## config.mk

```make
export PLATFORM = sky130hd
export DESIGN_NAME = hazard_ctrl
export DESIGN_NICKNAME = d
export VERILOG_FILES = /design/src/rtl/hazard_ctrl.sv
export SDC_FILE = /design/constraint.sdc
export NUM_CORES = 1
export LEC_CHECK = 0
export CORE_ASPECT_RATIO = 0.8
export CORE_UTILIZATION = 63
export CTS_CLUSTER_DIAMETER = 100
export DETAILED_ROUTE_END_ITERATION = 12
export DONT_BUFFER_PORTS = 1
export GPL_TIMING_DRIVEN = 0
export PLACE_DENSITY = 0.86
export SYNTH_ARGS = -nofsm -noshare
export SYNTH_HDL_FRONTEND = slang
export SYNTH_SLANG_ARGS = --single-unit
```

## constraint.sdc

```tcl
create_clock -name clk -period 2.11 [get_ports clk]
set_input_delay 0 -clock clk [delete_from_list [all_inputs] [get_ports clk]]
set_output_delay 0 -clock clk [all_outputs]
set_load 0.01 [all_outputs]
```

## src/rtl/hazard_ctrl.sv

```systemverilog
// Hazard controller: load-use stalls, EX forwarding, memory-wait hold and multi-cycle branch flush FSM.
// Optional performance counters are enabled by defining HAZARD_PERF_CNT_EN.
module hazard_ctrl #(
  parameter int BRANCH_PENALTY = 2,
  parameter int CNT_WIDTH      = 32
) (
  input  logic                 clk,
  input  logic                 rst_n,
  input  logic [4:0]           Rs1_D,
  input  logic [4:0]           Rs2_D,
  input  logic [4:0]           Rs1_E,
  input  logic [4:0]           Rs2_E,
  input  logic [4:0]           Rd_E,
  input  logic                 MemRead_E,
  input  logic [4:0]           Rd_M,
  input  logic                 RegWrite_M,
  input  logic [4:0]           Rd_W,
  input  logic                 RegWrite_W,
  input  logic                 PCtaken_E,
  input  logic                 MemBusy_M,
  output logic                 Stall_F,
  output logic                 Stall_D,
  output logic                 Stall_E,
  output logic                 Flush_D,
  output logic                 flush,
  output logic                 LWflush,
  output logic [1:0]           ForwardA_E,
  output logic [1:0]           ForwardB_E,
  output logic [CNT_WIDTH-1:0] StallCnt,
  output logic [CNT_WIDTH-1:0] FlushCnt
);

  localparam int PW = (BRANCH_PENALTY > 1) ? $clog2(BRANCH_PENALTY + 1) : 1;
  localparam logic [PW-1:0] PEN_FULL   = PW'(BRANCH_PENALTY);
  localparam logic [PW-1:0] PEN_RELOAD = PW'(BRANCH_PENALTY - 1);
  localparam logic [PW-1:0] ONE        = PW'(1);

  typedef enum logic [1:0] {RUN, FLUSH, MEMWAIT} state_t;

  state_t        state, state_nxt;
  logic [PW-1:0] cnt, cnt_nxt;
  logic          pend, pend_nxt;
  logic          lu, run_eval;
  logic          stall_fd, stall_e, flush_i, lw_i;
  logic [1:0]    fa, fb;

  assign lu = MemRead_E && (Rd_E != '0) && ((Rd_E == Rs1_D) || (Rd_E == Rs2_D));

  always_comb begin
    fa = 2'b00;
    if (RegWrite_M && (Rd_M != '0) && (Rd_M == Rs1_E))      fa = 2'b10;
    else if (RegWrite_W && (Rd_W != '0) && (Rd_W == Rs1_E)) fa = 2'b01;
    fb = 2'b00;
    if (RegWrite_M && (Rd_M != '0) && (Rd_M == Rs2_E))      fb = 2'b10;
    else if (RegWrite_W && (Rd_W != '0) && (Rd_W == Rs2_E)) fb = 2'b01;
  end

  always_ff @(posedge clk or negedge rst_n) begin
    if (!rst_n) begin
      state <= RUN;
      cnt   <= '0;
      pend  <= 1'b0;
    end else begin
      state <= state_nxt;
      cnt   <= cnt_nxt;
      pend  <= pend_nxt;
    end
  end

  always_comb begin
    state_nxt = state;
    cnt_nxt   = cnt;
    pend_nxt  = pend;
    stall_fd  = 1'b0;
    stall_e   = 1'b0;
    flush_i   = 1'b0;
    lw_i      = 1'b0;
    run_eval  = 1'b0;

    case (state)
      RUN: run_eval = 1'b1;
      FLUSH: begin
        if (MemBusy_M) begin
          stall_fd  = 1'b1;
          stall_e   = 1'b1;
          pend_nxt  = 1'b1;
          cnt_nxt   = PCtaken_E ? PEN_FULL : cnt;
          state_nxt = MEMWAIT;
        end else begin
          flush_i = 1'b1;
          if (PCtaken_E) begin
            cnt_nxt = PEN_RELOAD;
          end else if (cnt <= ONE) begin
            cnt_nxt   = '0;
            state_nxt = RUN;
          end else begin
            cnt_nxt = cnt - ONE;
          end
        end
      end
      MEMWAIT: begin
        if (MemBusy_M) begin
          stall_fd = 1'b1;
          stall_e  = 1'b1;
          if (PCtaken_E && !pend) begin
            pend_nxt = 1'b1;
            cnt_nxt  = PEN_FULL;
          end
        end else if (pend) begin
          // Busy just dropped: the saved flush sequence starts in this same cycle.
          flush_i  = 1'b1;
          pend_nxt = 1'b0;
          if (cnt > ONE) begin
            cnt_nxt   = cnt - ONE;
            state_nxt = FLUSH;
          end else begin
            cnt_nxt   = '0;
            state_nxt = RUN;
          end
        end else begin
          run_eval = 1'b1;
        end
      end
      default: state_nxt = RUN;
    endcase

    if (run_eval) begin
      state_nxt = RUN;
      if (MemBusy_M) begin
        stall_fd  = 1'b1;
        stall_e   = 1'b1;
        state_nxt = MEMWAIT;
        if (PCtaken_E) begin
          pend_nxt = 1'b1;
          cnt_nxt  = PEN_FULL;
        end
      end else if (PCtaken_E) begin
        flush_i = 1'b1;
        if (BRANCH_PENALTY > 1) begin
          cnt_nxt   = PEN_RELOAD;
          state_nxt = FLUSH;
        end
      end else if (lu) begin
        stall_fd = 1'b1;
        lw_i     = 1'b1;
      end
    end
  end

  // Outputs are forced low while reset is asserted so the pipe sees a clean state immediately.
  assign Stall_F    = rst_n & stall_fd;
  assign Stall_D    = rst_n & stall_fd;
  assign Stall_E    = rst_n & stall_e;
  assign Flush_D    = rst_n & flush_i;
  assign flush      = rst_n & flush_i;
  assign LWflush    = rst_n & lw_i;
  assign ForwardA_E = rst_n ? fa : 2'b00;
  assign ForwardB_E = rst_n ? fb : 2'b00;

`ifdef HAZARD_PERF_CNT_EN
  logic [CNT_WIDTH-1:0] stall_cnt, flush_cnt;

  always_ff @(posedge clk or negedge rst_n) begin
    if (!rst_n) begin
      stall_cnt <= '0;
      flush_cnt <= '0;
    end else begin
      if (stall_fd && (stall_cnt != '1)) stall_cnt <= stall_cnt + CNT_WIDTH'(1);
      if (flush_i && (flush_cnt != '1))  flush_cnt <= flush_cnt + CNT_WIDTH'(1);
    end
  end

  assign StallCnt = stall_cnt;
  assign FlushCnt = flush_cnt;
`else
  assign StallCnt = '0;
  assign FlushCnt = '0;
`endif

endmodule

```

Yosys cells after proc, flatten, opt, wreduce, memory -nomap -nowiden --
Index checks and enable logic that the tools add are counted.
Operators by class: equal/unequal tests 13, mux-type cells 58, reduce and logical (&&, ||, !) cells 17, order comparisons 2, $add $sub $neg 1, bitwise logic cells 4
Operators with widths (number):
- $mux W2 | 23
- $eq A5 B5 Y1 | 6
- $mux W1 | 30
- $reduce_bool A5 Y1 | 3
- $logic_and A1 B1 Y1 | 9
- $ne A4 B4 Y1 const B | 2
- $ne A3 B3 Y1 const B | 2
- $pmux W1 S2 | 3
- $pmux W2 S3 | 1
- $reduce_and A5 Y1 | 1
- $and A1 B1 Y1 | 4
- $pmux W2 S2 | 1
- $eq A2 B1 Y1 const B | 1
- $eq A2 B2 Y1 const B | 1
- $gt A2 B1 Y1 const B | 1
- $le A2 B1 Y1 const B | 1
- $logic_not A2 Y1 | 1
- $ne A2 B2 Y1 const B | 1
- $reduce_or A2 Y1 | 1
- $sub A2 B1 Y2 const B | 1
- $logic_not A1 Y1 | 1
- $logic_or A1 B1 Y1 | 1
Storage, ports and cells: word-level logic and storage cells 98, output and inout port bits 74, register bits 5

Longest topological paths before layout --
depth in word-level cells 8, gate-level depth with buffers 7, gate-level depth less buffers 6

Least setup slack after synthesis --
No wires, ideal clock.
path kind register to register, from register state[0], to register state[0], setup time 125 ps, buffers on the path 0, setup slack 508 ps, required time 1985 ps, stages on the path, launching flop included 7, data arrival time 1477 ps, clock period less this slack 1602 ps, cell sequence dfrtp_1 > inv_1 > ha_1 > nor2b_1 > o31ai_1 > a32oi_1 > mux2_2
On the way: word-level cells in the longest chain between the ends 4, elaborated cells on any way between the ends 12, classes of those cells eq/ne (7); mux (3); reduce/logical (2)
RTL lines:
- from (decl) | line 40 | state_t state, state_nxt;
- from (signal assigned) | line 64 | state <= state_nxt;
- $eq A2 B2 Y1 / $logic_not A2 Y1 (equally long branches) | line 80 | case (state)
- $pmux W1 S2 | line 80
- $ne A4 B4 Y1 (no line), or another cell as far along
- $reduce_and A5 Y1 (no line)
Parallel ways exist; a longest one is shown, timed or not. A chain may end at the register's enable or synchronous reset.

Final worst setup path --
from register state[0], to output Stall_F
On the way: word-level cells in the longest chain between the ends 8, elaborated cells on any way between the ends 11, classes of those cells eq/ne (2); mux (6); bitwise (1); reduce/logical (2)
RTL lines:
- $eq A2 B2 Y1 / $eq A2 B1 Y1 (equally long branches) | line 80
- $reduce_or A2 Y1 (no line)
- $mux W1
- $mux W1 | line 143 | end else if (lu) begin
- $mux W1 | line 137 | end else if (PCtaken_E) begin
- $mux W1 | line 129 | if (MemBusy_M) begin
- $mux W1 (*) | line 127 | if (run_eval) begin
- $and A1 B1 Y1 (*)
- to (decl) | line 21 | output logic Stall_F,
Every way passes the cells marked *; elsewhere a longest branch is shown, timed or not.

==> results.md <==
* Status: finished, final reports clean
* Vias at 1273
* HP Class: in -> async
* Detailed Place HPWL at about 2800 µm
* # rows at 14
* RSZ-0062 raised after global routing: false
* Yosys Warn Count at 0
* Filler Cells Inserted at 124
* GRT overflow at 0
* Pwr per Cell Area at between 500 and 600 nW/µm²
* Die footprint at 2414 µm²
* Final hold vios at 0
* CP Class: reg -> out
* Vias in the first global route at 1070
* Reg-to-reg startpoint: state[0]
* Setup TNS after final layout at 0 ns
* Peak VDD IR at 0.0006453 V
* Wirelength, routed at 3301 µm
* Nets at between 200 and 300
* DRC viols at 0
* Synth cell types at 40
* Clk sinks at 5
* Reg2reg end: state[0]
* Max Freq at about 520 MHz
* Initial antenna violation count at 0
* Largest net degree at the start of global routing at 11
* Initial core utilization at 70.67%
* Req. time, crit path at 2.11 ns
* Ports at 116
* Synth cell count leaders: 66 x buf_4, 24 x xor2_1, 7 x nand2_1
* Startpoint Class: flop
* Die X at 54.68 µm
* Post-synth EDFFs at 0
* Final Util at about 86%
* CTS Buf Count at 3
* Top cells by area, synth: buf_4 35%, xor2_1 15%, dfrtp_1 8.9%
* Wire per inst at 12.00 µm
* Area delta synth->final at 21.91%
* Minimum clock period at 1.915 ns
* Total power at 0.001018 W
* Antenna cell count at 0
* GRT Total Usage at 26.19%
* Final worst slack at 0.1945 ns
* Placement Setup Slack at 0.3185 ns
* Fin. max-slew vios at 0
* Register bit total from synthesis at 5
* CTS Root Cell: clkbuf_4
* Setup crit end kind: primary output
* Crit path arrival time at around 1.9 ns
* CP max FO at 6
* Layout Skew at ~0.00011 ns
* Initial DRC count at 72
* Ys flop type: dfrtp_1
* Register area share after synthesis at about 8.9%
* Setup violators final at 0
* Drt pass-1 iters at 4
* Die height at 44.15 µm
* Vias per cell at 4.629
* Share of layout cells above drive strength 1 at a little under a third
* Core footprint at ~2000 µm²
* WHS at 0.05086 ns
* Port Buffer Count at 0
* Fin crit share at 90.78%
* DRT antenna net count at 0
* Maxcap violations at 0
* H-tree depth reported by CTS at 1
* Clk Latency, worst-skew pair at about 0.24 ns
* Leak at ~0.96 nW
* CTS Buffer Depth at 2
* Clk pin slew, worst setup/hold paths at ~0.040 ns
* Area leader, netlist: buf_4
* FFs w/ async S/R, synth at 100.0%
* Syn Inst Count at 183
* Routability Congestion at 0.9012
* Share of the synthesized area in the top cell type at 35.42%
* Synth Cell Area at 1399 µm²
* CTS tree: built
* Syn avg cell area at 7.644 µm²
* Number of setup buffers added after CTS at 0
* R2r worst-path depth at 6
* R2r setup slk at 0.27 ns
* First-pass GRT wire length at 4698 µm
* Top-count cell post-synth: buf_4
==> per-stage QoR <==
stage / cell area [µm²] / cells
6_report: 1705 / 275
5_1_grt: 1705 / 275
4_1_cts: 1702 / 275
3_5_place_dp: 1665 / 270
3_3_place_gp: 1665 / 270
2_1_floorplan: 1635 / 246
==> routing by layer <==
metal	track usage, %	vias up	routed length [µm]
met2	47.95	96	1802
met3	3.436	0	395
met1	29.52	561	1103
met4	11.28	0	0
li1	-	616	-
met5	0	-	0
==> state kept, by name, indices dropped and copies added, names as in the netlist <==
register  flops
cnt           2
pend          1
state         2
==> layout by cell type (no fill, tap or decap), types with 2 or more instances in the layout <==
cell type,instances
nand2_1,7
nor3_1,5
nor4_1,2
a21oi_1,6
xor2_1,24
o21ai_0,5
mux2_2,2
xnor2_1,6
or4_1,4
nor2_1,6
clkbuf_4,3
conb_1,64
nor4_2,2
nand3_1,3
buf_4,66
inv_1,6
nor2b_1,3
a21o_1,2
o21ai_1,2
clkbuf_1,2
ha_1,4
dfrtp_1,5
and2_2,2
a32oi_1,2
==> timing repair <==
action / 4_1_cts / 5_1_grt
hold buffers: 1 / 0
resized for setup: 0 / 2
endpoints found under the hold margin: 5 / 0
setup endpoints to repair: 0 / 2
==> report_power, final <==
group / leakage (nW) / switching, W / internal (W) / total, W
logic: 0.884 / 0.000384 / 0.000313 / 0.000697
registers: 0.0623 / 0.0000666 / 0.000145 / 0.000211
clock network: 0.0150 / 0.0000385 / 0.0000714 / 0.000110
==> worst max path at each step <==
stage | start | to | slack, ns | cells past startpoint
floorplan | state[0] | state[0] | 0.51 | 6
global placement | state[0] | state[0] | 0.38 | 6
detailed placement | state[0] | state[0] | 0.32 | 6
CTS | state[0] | Stall_F | 0.12 | 6
global route | state[0] | flush | 0.003 | 7
finish | state[0] | Stall_F | 0.19 | 6
==> cells by family (layout without fill, tap and decap cells) <==
kind of cell	after synthesis	in the layout	share of synthesized area, %
AO/OA/AOI/OAI	28	28	13.06
multiplexers	3	3	2.325
buffers and inverters	75	80	37.92
adder cells (fa/ha/maj)	4	4	3.578
XOR/XNOR	30	30	18.78
other	1	64	0.2681
flip-flops	5	5	8.945
AND/OR/NAND/NOR	37	37	15.12
==> worst max-delay path: stages, from the launching register on <==
cell,delay (ns)
dfrtp_1,0.39
inv_1,0.08
ha_1,0.39
inv_1,0.11
a21oi_1,0.31
o21bai_2,0.23
buf_4,0.16
==> area by class of cell <==
| cell class | count | area [µm²] | share of cell area [%] |
|---|---|---|---|
| buffer | 69 | 508.0 | 29.79 |
| clock buffer | 4 | 26.28 | 1.541 |
| inverter | 6 | 22.52 | 1.321 |
| multi-input combinational | 166 | 983.4 | 57.67 |
| sequential | 5 | 125.1 | 7.337 |
| tap | 24 | 30.03 | 1.761 |
| timing repair buffer | 1 | 10.01 | 0.5869 |
Power figures use the tool's default switching activity.
